--- config.mk ---
export PLATFORM = sky130hd
export DESIGN_NAME = i2s_chan_sched_flat
export DESIGN_NICKNAME = d
export VERILOG_FILES = /design/src/rtl/i2s_pkg.sv /design/src/rtl/i2s_chan_sched_if.sv /design/src/rtl/i2s_edge_det.sv /design/src/rtl/i2s_chan_sched.sv /design/src/flat_wrapper.sv
export SDC_FILE = /design/constraint.sdc
export NUM_CORES = 1
export LEC_CHECK = 0
export ABC_AREA = 1
export BUFFER_PORTS_ARGS = -buffer_cell sky130_fd_sc_hd__buf_2
export CAP_MARGIN = 20
export CORE_MARGIN = 1
export CORE_UTILIZATION = 40
export DETAILED_ROUTE_END_ITERATION = 10
export PLACE_DENSITY = 0.63
export SKIP_CTS_REPAIR_TIMING = 1
export SYNTH_ARGS = -nofsm -noshare
export SYNTH_HDL_FRONTEND = slang
export SYNTH_HIERARCHICAL = 1
export SYNTH_SLANG_ARGS = --single-unit
--- constraint.sdc ---
create_clock -name i2s_bclk -period 2.55 [get_ports i2s_bclk]
set_input_delay 0.1275 -clock i2s_bclk [delete_from_list [all_inputs] [get_ports i2s_bclk]]
set_output_delay 0.1275 -clock i2s_bclk [all_outputs]
set_load 0.005 [all_outputs]
--- src/rtl/i2s_pkg.sv ---
// Shared constants and FSM encoding for the I2S channel scheduler.
// Default channel layout: 4 stereo receivers, even index = left, odd index = right.
package i2s_pkg;

    localparam int DATA_W = 24;
    localparam int NUM_CH = 8;
    localparam int CH_W   = $clog2(NUM_CH);

    typedef enum logic [1:0] {
        IDLE = 2'd0,
        SCAN = 2'd1,
        SEND = 2'd2
    } sched_state_t;

endpackage

--- src/rtl/i2s_chan_sched_if.sv ---
// Output word stream of the I2S channel scheduler: valid/ready handshake plus
// the sample, its channel index and an end-of-frame marker.
interface i2s_chan_sched_if #(
    parameter int DATA_W = i2s_pkg::DATA_W,
    parameter int CH_W   = i2s_pkg::CH_W
) ();

    logic              out_valid;
    logic              out_ready;
    logic [DATA_W-1:0] out_data;
    logic [CH_W-1:0]   out_chan;
    logic              out_last;

    modport master (
        output out_valid,
        output out_data,
        output out_chan,
        output out_last,
        input  out_ready
    );

    modport slave (
        input  out_valid,
        input  out_data,
        input  out_chan,
        input  out_last,
        output out_ready
    );

endinterface

--- src/rtl/i2s_edge_det.sv ---
// Word-clock falling-edge detector: registers i2s_wclk and flags the posedge at
// which the registered copy is high while the live word clock is already low.
module i2s_edge_det (
    input  logic i2s_bclk,
    input  logic rst_n,
    input  logic i2s_wclk,
    output logic frame_edge
);

    logic wclk_lat;

    // NOTE: clocked state is written with <= so every register samples the
    // pre-edge value of its inputs, regardless of block ordering.
    always_ff @(posedge i2s_bclk or negedge rst_n) begin
        if (!rst_n) begin
            wclk_lat <= 1'b0;
        end else begin
            wclk_lat <= i2s_wclk;
        end
    end

    assign frame_edge = wclk_lat & ~i2s_wclk;

endmodule

--- src/rtl/i2s_chan_sched.sv ---
// I2S channel scheduler: snapshots all receiver words on a frame edge and streams
// the enabled channels out in index order. Optional feature: I2S_SCHED_SKIP_EN.
module i2s_chan_sched #(
    parameter int DATA_W = i2s_pkg::DATA_W,
    parameter int NUM_CH = i2s_pkg::NUM_CH,
    parameter int CH_W   = i2s_pkg::CH_W
) (
    input  logic                     i2s_bclk,
    input  logic                     rst_n,
    input  logic                     i2s_wclk,
    input  logic [NUM_CH*DATA_W-1:0] ch_data,
    input  logic [NUM_CH-1:0]        ch_detect,
    i2s_chan_sched_if.master         out_if,
    output logic                     overrun,
    output logic [7:0]               overrun_cnt,
    input  logic                     overrun_clr
);

    import i2s_pkg::*;

    sched_state_t      state;
    sched_state_t      state_nxt;
    logic              frame_edge;
    logic              ovr_evt;
    logic              at_end;
    logic              higher_set;
    logic [CH_W-1:0]   ptr;
    logic [NUM_CH-1:0] mask;
    logic [NUM_CH-1:0] mask_in;
    logic [DATA_W-1:0] snap [NUM_CH];

    i2s_edge_det u_edge_det (
        .i2s_bclk   (i2s_bclk),
        .rst_n      (rst_n),
        .i2s_wclk   (i2s_wclk),
        .frame_edge (frame_edge)
    );

`ifdef I2S_SCHED_SKIP_EN
    assign mask_in = ch_detect;
`else
    // Every channel is sent each frame; the detect flags have no effect.
    logic unused_detect;
    assign unused_detect = ^ch_detect;
    assign mask_in       = '1;
`endif

    assign at_end  = (ptr == CH_W'(NUM_CH - 1));
    assign ovr_evt = frame_edge && (state != IDLE);

    // out_last looks ahead in the mask rather than at what is actually sent later.
    // NOTE: combinational outputs get a default before any branch so no path
    // leaves them unassigned, which would otherwise infer a latch.
    always_comb begin
        higher_set = 1'b0;
        for (int i = 0; i < NUM_CH; i++) begin
            if (i > int'(ptr) && mask[i]) begin
                higher_set = 1'b1;
            end
        end
    end

    always_ff @(posedge i2s_bclk or negedge rst_n) begin
        if (!rst_n) begin
            state <= IDLE;
        end else begin
            state <= state_nxt;
        end
    end

    always_comb begin
        state_nxt = state;
        case (state)
            IDLE: begin
                if (frame_edge) begin
                    state_nxt = SCAN;
                end
            end
            SCAN: begin
                if (mask[ptr]) begin
                    state_nxt = SEND;
                end else if (at_end) begin
                    state_nxt = IDLE;
                end
            end
            SEND: begin
                if (out_if.out_ready) begin
                    state_nxt = at_end ? IDLE : SCAN;
                end
            end
            default: state_nxt = IDLE;
        endcase
    end

    assign out_if.out_valid = (state == SEND);

    // NOTE: the snapshot array carries a defined reset value, so it sits in the
    // reset branch like ordinary registers instead of being left uninitialised.
    always_ff @(posedge i2s_bclk or negedge rst_n) begin
        if (!rst_n) begin
            ptr             <= '0;
            mask            <= '0;
            out_if.out_data <= '0;
            out_if.out_chan <= '0;
            out_if.out_last <= 1'b0;
            for (int k = 0; k < NUM_CH; k++) begin
                snap[k] <= '0;
            end
        end else begin
            case (state)
                IDLE: begin
                    if (frame_edge) begin
                        ptr  <= '0;
                        mask <= mask_in;
                        for (int k = 0; k < NUM_CH; k++) begin
                            snap[k] <= ch_data[k*DATA_W +: DATA_W];
                        end
                    end
                end
                SCAN: begin
                    if (mask[ptr]) begin
                        out_if.out_data <= snap[ptr];
                        out_if.out_chan <= ptr;
                        out_if.out_last <= ~higher_set;
                    end else if (!at_end) begin
                        ptr <= ptr + CH_W'(1);
                    end
                end
                SEND: begin
                    if (out_if.out_ready && !at_end) begin
                        ptr <= ptr + CH_W'(1);
                    end
                end
                default: ;
            endcase
        end
    end

    // A frame edge while busy is dropped; a simultaneous clear restarts the count at one.
    always_ff @(posedge i2s_bclk or negedge rst_n) begin
        if (!rst_n) begin
            overrun     <= 1'b0;
            overrun_cnt <= 8'd0;
        end else if (ovr_evt) begin
            overrun <= 1'b1;
            if (overrun_clr) begin
                overrun_cnt <= 8'd1;
            end else if (overrun_cnt != 8'hFF) begin
                overrun_cnt <= overrun_cnt + 8'd1;
            end
        end else if (overrun_clr) begin
            overrun     <= 1'b0;
            overrun_cnt <= 8'd0;
        end
    end

endmodule

--- src/flat_wrapper.sv ---
// flat-port wrapper written by rule: the top's interface ports become plain ports
module i2s_chan_sched_flat import i2s_pkg::*;
#(
    parameter int DATA_W = i2s_pkg::DATA_W,
    parameter int NUM_CH = i2s_pkg::NUM_CH,
    parameter int CH_W   = i2s_pkg::CH_W
)
  (i2s_bclk, rst_n, i2s_wclk, ch_data, ch_detect, overrun, overrun_cnt, overrun_clr, out_if_out_valid, out_if_out_data, out_if_out_chan, out_if_out_last, out_if_out_ready);
  i2s_chan_sched_if #(.DATA_W(DATA_W), .CH_W(CH_W)) out_if_i ();
  input  logic i2s_bclk;
  input  logic rst_n;
  input  logic i2s_wclk;
  input  logic [NUM_CH*DATA_W-1:0] ch_data;
  input  logic [NUM_CH-1:0] ch_detect;
  output logic overrun;
  output logic [7:0] overrun_cnt;
  input  logic overrun_clr;
  output wire logic [$bits(out_if_i.out_valid)-1:0] out_if_out_valid;
  output wire logic [$bits(out_if_i.out_data)-1:0] out_if_out_data;
  output wire logic [$bits(out_if_i.out_chan)-1:0] out_if_out_chan;
  output wire logic [$bits(out_if_i.out_last)-1:0] out_if_out_last;
  input wire logic [$bits(out_if_i.out_ready)-1:0] out_if_out_ready;
  assign out_if_out_valid = out_if_i.out_valid;
  assign out_if_out_data = out_if_i.out_data;
  assign out_if_out_chan = out_if_i.out_chan;
  assign out_if_out_last = out_if_i.out_last;
  assign out_if_i.out_ready = out_if_out_ready;
  i2s_chan_sched #(.DATA_W(DATA_W), .NUM_CH(NUM_CH), .CH_W(CH_W)) u_core (.i2s_bclk(i2s_bclk), .rst_n(rst_n), .i2s_wclk(i2s_wclk), .ch_data(ch_data), .ch_detect(ch_detect), .out_if(out_if_i), .overrun(overrun), .overrun_cnt(overrun_cnt), .overrun_clr(overrun_clr));
endmodule
==> key figures, run 1 <==
Global routing
  • Grt total ovfl: 0
  • GRT Max-Usage Layer: met2
  • Met2 Track Usage GR: 0.310
  • First-pass GRT wire length: 45300 um
  • GR Layer Usage met1: 0.300
  • Vias in the first global route: 8510
  • Largest net degree at the start of global routing: 80
  • Total track usage: 0.204
  • Met3 Use GR: 0.0433
  • Initial antenna violation count: 2

Timing
  • PnR worst setup slack: between 0.5 and 0.6 ns
  • TNS Setup: 0 ns
  • Final hold vios: 0
  • RSZ-0062 raised after global routing: no
  • Fmax: between 400 and 500 MHz
  • Post-route minimum period: between 2 and 2.5 ns
  • Slew @ Worst Pin: 0.619 ns
  • Setup Skew: 0.00869 ns
  • Final setup viols: 0
  • Max Slew Vio Count: 0
  • Final period util: 0.803
  • Max transition margin: 0.587

Synth
  • Post-Synthesis Cells: around 1.2k
  • Seq/Total Area, Yosys: 0.542
  • Number of library cell types mapped by synthesis: 28
  • Syn avg cell area: between 9 and 10 um2
  • Syn. warnings: 6
  • Post-Syn Area: approximately 0.011 mm2
  • Syn_nets: 1390
  • FF+latch count, synth: 236

Detailed routing
  • Vias per inst: between 4 and 5
  • WL/cell: roughly 16 um
  • Routed Antenna Nets: 0
  • # DRC: 0
  • DRT Pass-1 Iters: 7
  • DR iter-0 viols: about 630
  • Final WL: between 30000 and 40000 um
  • Via count: between 9k and 10k

Clock network
  • CTS tree: yes
  • Root Buffer: clkbuf_16
  • H-tree levels: 1
  • Clk buf depth: 3
  • Clock Sinks: 236
  • Inserted Clock Buffers: 27
  • Clock slew seen by the registers of the worst setup and hold paths: roughly 0.060 ns
  • Latest clock arrival within the worst-skew pair: 0.52 ns

Hold path
  • Worst hold path type: input port to flip-flop

Layout
  • Area delta synth->final: 40.2%
  • Layout cells sized above 1: 0.270
  • Most common cell after layout, fill and taps aside: dfrtp_1
  • Total Nets Final: 1805
  • Most frequent cells in the layout: 235 x dfrtp_1, 233 x buf_2, 231 x nor2_1, 195 x dlygate4sd3_1, 189 x nand2_1

Setup path
  • Critical path class: flip-flop to flip-flop
  • CP startpoint kind: flip-flop
  • Reg2reg setup slack: approximately 0.50 ns
  • Worst-path maximum fanout: ~50
  • Crit path required time: 3.00 ns
  • Crit path DAT: around 2.5 ns
  • Crit end category: flip-flop

Run status
  • Status: finished, final reports clean

Place
  • GP Congestion: ~0.84
  • Dpl ws: 0.528 ns
  • IO Port Bufs: 234
  • DPL Wire Length: about 20000 um

Die
  • Initial Utilization: 0.406
  • Core area: 0.0268 mm2
  • Full die area: between 0.02 and 0.03 mm2
  • IO Pins: 243
  • Die H: 167 um
  • Cell Rows: 60
  • Die W: 167 um

Pwr
  • VDD IR-drop max: ~500 uV
  • Leakage Power: 7.56 nW
  • Cell area power density: between 1000 and 1500 mW/mm2

Job
  • Max capacitance violation total: 0
## layout make-up
class,count,area (um2)
Sequential cell,236,5910
Timing Repair Buffer,452,3390
Antenna cell,1,2.50
Tap cell,341,427
Clock inverter,9,97.6
Clock buffer,40,805
Multi-Input combinational cell,781,4270
Inverter,94,355
Fill cell,2305,11500
## kinds of logic after synthesis
| group | count (synthesis) | synth area share |
|---|---|---|
| AND/OR/NAND/NOR | 479 | 0.174 |
| flip-flops | 236 | 0.542 |
| AO/OA/AOI/OAI | 171 | 0.0818 |
| buffers and inverters | 160 | 0.0657 |
| multiplexers | 122 | 0.126 |
| adder cells (fa/ha/maj) | 8 | 0.00919 |
| XOR/XNOR | 1 | 0.000805 |
## critical path, stage by stage (launching register included)
cell and delay (ns):
dfrtp_4 0.69, buf_4 0.55, nor2_1 0.11, nor2_1 0.10, o21ai_0 0.16, nand2_1 0.10
nand2_1 0.07, a21oi_1 0.15
## where the power goes
part	switching [W]	leakage [nW]	internal, W	total (W)
clock network	0.00151	0.448	0.00237	0.00388
logic	0.00315	4.37	0.00253	0.00568
registers	0.000845	2.74	0.00552	0.00637
## worst paths after layout
check                            startpoint                          to  cells after the start
max                           u_core/ptr[0]  u_core/out_if.out_data[13]                      7
min                        out_if_out_ready             u_core/state[1]                      6
min reg2reg                  u_core/overrun              u_core/overrun                      2
max in group asynchronous             rst_n            u_core/snap[107]                      3
min in group asynchronous             rst_n       u_core/overrun_cnt[1]                      2
max reg2reg                   u_core/ptr[0]  u_core/out_if.out_data[13]                      7
## state kept, by name, indices dropped and copies added, names as in the netlist
register,flops
u_core/snap,192
u_core/out_if.out_data,24
u_core/overrun_cnt,8
u_core/out_if.out_chan,3
u_core/ptr,3
u_core/state,2
u_core/mask,1
u_core/out_if.out_last,1
u_core/overrun,1
u_core/u_edge_det/wclk_lat,1
## through the flow
| stage | hold slack [ns] | util | power (W) | area [um2] | cells |
|---|---|---|---|---|---|
| 3_3_place_gp | 0.155 | 0.463 | 0.0117 | 12400 | 1709 |
| 2_1_floorplan | -0.168 | - | 0.0101 | 10900 | 1177 |
| 3_5_place_dp | 0.155 | 0.463 | 0.0119 | 12400 | 1709 |
| 5_1_grt | 0.105 | 0.569 | 0.0171 | 15300 | 1954 |
| 4_1_cts | -0.399 | 0.497 | 0.0158 | 13300 | 1758 |
| 6_report | 0.0949 | 0.569 | 0.0159 | 15300 | 1954 |
## routing by layer
layer  vias up  part of all wire
li1       4625                 -
met1      4553              0.46
met2       264              0.47
met3        43             0.057
met4         2             0.017
met5         -           0.00028
## synth_stat cells
master	instances	area, um2
o21ai_0	59	295
nor3_1	5	25.0
or2_2	4	25.0
nand2_1	190	713
o2111ai_1	1	8.76
o211ai_1	9	67.6
buf_6	6	67.6
dfrtp_1	236	5910
buf_2	30	150
clkbuf_1	22	82.6
o21bai_1	2	15.0
mux2_2	122	1370
nand2_2	1	6.26
o21ai_1	2	10.0
nand3_1	40	200
a21oi_1	96	480
inv_1	91	342
nand4_1	6	37.5
buf_4	8	60.1
o31ai_1	1	7.51
xor2_1	1	8.76
inv_4	1	6.26
nor2_2	1	6.26
nor2_4	1	11.3
ha_1	8	100
nor2_1	231	867
o22ai_1	1	6.26
inv_2	2	7.51
Power figures use the tool's default switching activity.
==> run 2: changes to the inputs <==
--- a/config.mk
+++ b/config.mk
@@ -11,7 +11,7 @@
 export CORE_MARGIN = 1
 export CORE_UTILIZATION = 40
 export DETAILED_ROUTE_END_ITERATION = 10
-export PLACE_DENSITY = 0.63
+export PLACE_DENSITY = 0.65
 export SKIP_CTS_REPAIR_TIMING = 1
 export SYNTH_ARGS = -nofsm -noshare
 export SYNTH_HDL_FRONTEND = slang
==> constraint.sdc (replaced) <==
create_clock -name i2s_bclk -period 1.7 [get_ports i2s_bclk]
set_input_delay 0.085 -clock i2s_bclk [delete_from_list [all_inputs] [get_ports i2s_bclk]]
set_output_delay 0.085 -clock i2s_bclk [all_outputs]
set_load 0.005 [all_outputs]
==> key figures, run 2 (same netlist as run 1, synthesis figures left out) <==
Run status
  • Status: finished, final reports clean (unchanged)

Setup path
  • Crit path DAT: 2.02 ns (was 2.50 ns)
  • Critical path class: flip-flop to flip-flop (unchanged)
  • Crit path required time: 2.11 ns (was 3.00 ns)
  • Worst-path maximum fanout: 6 (was 49)
  • Crit end category: flip-flop (unchanged)
  • CP startpoint kind: flip-flop (unchanged)

Layout
  • Total Nets Final: 1826 (was 1805)
  • Largest register FFs: 192 (unchanged)
  • Multi-input gate area: 0.00433 mm2 (was 0.00427 mm2)
  • Most common cell after layout, fill and taps aside: dfrtp_1 (unchanged)
  • Layout cells sized above 1: 0.282 (was 0.270)
  • Most frequent cells in the layout: 234 x dfrtp_1, 233 x buf_2, 230 x nor2_1, 195 x dlygate4sd3_1, 187 x nand2_1 (was 235 x dfrtp_1, 233 x buf_2, 231 x nor2_1, 195 x dlygate4sd3_1, 189 x nand2_1)
  • Seq. cell area: 0.00591 mm2 (about the same)
  • Fillers: 2225 (was 2305)
  • Top Registers: u_core/snap x192, u_core/out_if.out_data x24, u_core/overrun_cnt x8 (unchanged)
  • Area delta synth->final: 43.6% (was 40.2%)
  • Largest Register: u_core/snap (unchanged)

Global routing
  • Initial antenna violation count: 2 (unchanged)
  • Vias in the first global route: 8812 (was 8510)
  • Met2 Track Usage GR: 0.336 (was 0.310)
  • GR Layer Usage met1: 0.299 (was 0.300)
  • Total track usage: 0.213 (was 0.204)
  • First-pass GRT wire length: 47000 um (was 45300 um)
  • Grt total ovfl: 0 (unchanged)
  • Largest net degree at the start of global routing: 72 (was 80)
  • GRT Max-Usage Layer: met2 (unchanged)
  • Met3 Use GR: 0.0459 (was 0.0433)

Job
  • Max capacitance violation total: 0 (unchanged)

Pwr
  • Pwr Total: 0.0245 W (was 0.0159 W)
  • Leakage Power: 7.69 nW (was 7.56 nW)
  • Cell area power density: 1570 mW/mm2 (was 1040 mW/mm2)
  • VDD IR-drop max: 1060 uV (was 509 uV)

Detailed routing
  • DR iter-0 viols: 644 (was 628)
  • Final WL: 33200 um (was 31900 um)
  • DRT Pass-1 Iters: 5 (was 7)
  • Via count: 9631 (was 9487)
  • Routed Antenna Nets: 0 (unchanged)
  • Vias per inst: 4.87 (was 4.86)
  • # DRC: 0 (unchanged)
  • WL/cell: 16.8 um (was 16.3 um)

Place
  • DPL Wire Length: 20700 um (was 19900 um)
  • IO Port Bufs: 234 (unchanged)
  • GP Congestion: 0.828 (was 0.844)

Die
  • Die H: 167 um (unchanged)
  • Core area: 0.0268 mm2 (unchanged)
  • IO Pins: 243 (unchanged)
  • Initial Utilization: 0.406 (unchanged)
  • Full die area: 0.0279 mm2 (unchanged)
  • Cell Rows: 60 (unchanged)
  • Die W: 167 um (unchanged)

Clock network
  • Latest clock arrival within the worst-skew pair: 0.54 ns (was 0.52 ns)
  • Inserted Clock Buffers: 27 (unchanged)
  • Root Buffer: clkbuf_16 (unchanged)
  • Clk buf depth: 3 (unchanged)
  • Clock slew seen by the registers of the worst setup and hold paths: 0.06 ns (about the same)
  • CTS tree: yes (unchanged)
  • Clock Sinks: 236 (unchanged)
  • H-tree levels: 1 (unchanged)

Timing
  • Post-route minimum period: 1.61 ns (was 2.05 ns)
  • Final setup viols: 0 (unchanged)
  • Final hold vios: 0 (unchanged)
  • Fmax: 622 MHz (was 488 MHz)
  • RSZ-0062 raised after global routing: no (unchanged)
  • Max Slew Vio Count: 0 (unchanged)
  • Slew @ Worst Pin: 0.412 ns (was 0.619 ns)
  • Setup Skew: 0.0126 ns (was 0.00869 ns)
  • TNS Setup: 0 ns (unchanged)
  • Final period util: 0.946 (was 0.803)
  • Max transition margin: 0.725 (was 0.587)

Hold path
  • Worst hold path type: input port to asynchronous set/reset pin (was input port to flip-flop)
-- run 2: cell count changes in the layout (fill, tap and decap cells not counted), sizes merged --
cell and delta:
clkbuf +6, diode +2, clkinvlp -1, inv +1, buf +18, nand2 +1, clkinv -3
-- run 2: final timing paths --
kind,slack (ns),endpoint,cells after the start,from
max in group asynchronous,0.91,u_core/snap[5],3,rst_n
worst min-delay path,0.05,u_core/snap[132],2,rst_n
min in group i2s_bclk,0.07,u_core/state[0],6,out_if_out_ready
worst min register to register,0.48,u_core/overrun,2,u_core/overrun
worst max-delay path,0.09,u_core/snap[2],6,u_core/state[0]
worst max register to register,0.09,u_core/snap[2],6,u_core/state[0]
-- run 2: power breakdown --
part	leakage, nW	switching (W)	internal (W)
logic	4.52	0.00497	0.00418
clock network	0.439	0.00230	0.00354
registers	2.73	0.00122	0.00829
-- run 2: area by class of cell --
class / instances / share of cell area
Clock inverter: 6 / 0.00536
Inverter: 94 / 0.0229
Multi-Input combinational cell: 782 / 0.277
Clock buffer: 44 / 0.0518
Antenna cell: 3 / 0.000480
Timing Repair Buffer: 472 / 0.237
Sequential cell: 236 / 0.378
Tap cell: 341 / 0.0273
-- run 2: per-layer routing --
layer	routed length [um]	vias to the layer above	part of all wire
met4	529	0	0.016
met3	2080	40	0.063
li1	-	4675	-
met2	15600	299	0.47
met5	0	-	0
met1	15000	4617	0.45
-- run 2: worst max-delay path, cell delays in order, from the launching register on --
cell and delay [ns]:
dfrtp_1 0.41, inv_1 0.13, ha_4 0.22, nand2_8 0.12, buf_4 0.18, buf_4 0.16
mux2_2 0.27
-- run 2: metrics by stage --
step                      worst slack [ns]   util  area [um2]  cells  hold slack, ns
after floorplan                      0.175      -       10900   1177          -0.211
after global placement              0.0449  0.472       12600   1725         0.00925
after detailed placement          -0.00756  0.472       12600   1725          0.0170
after CTS                          -0.0191  0.505       13500   1775          -0.550
after global routing               0.00602  0.583       15600   1977          0.0490
final                               0.0924  0.583       15600   1978          0.0494
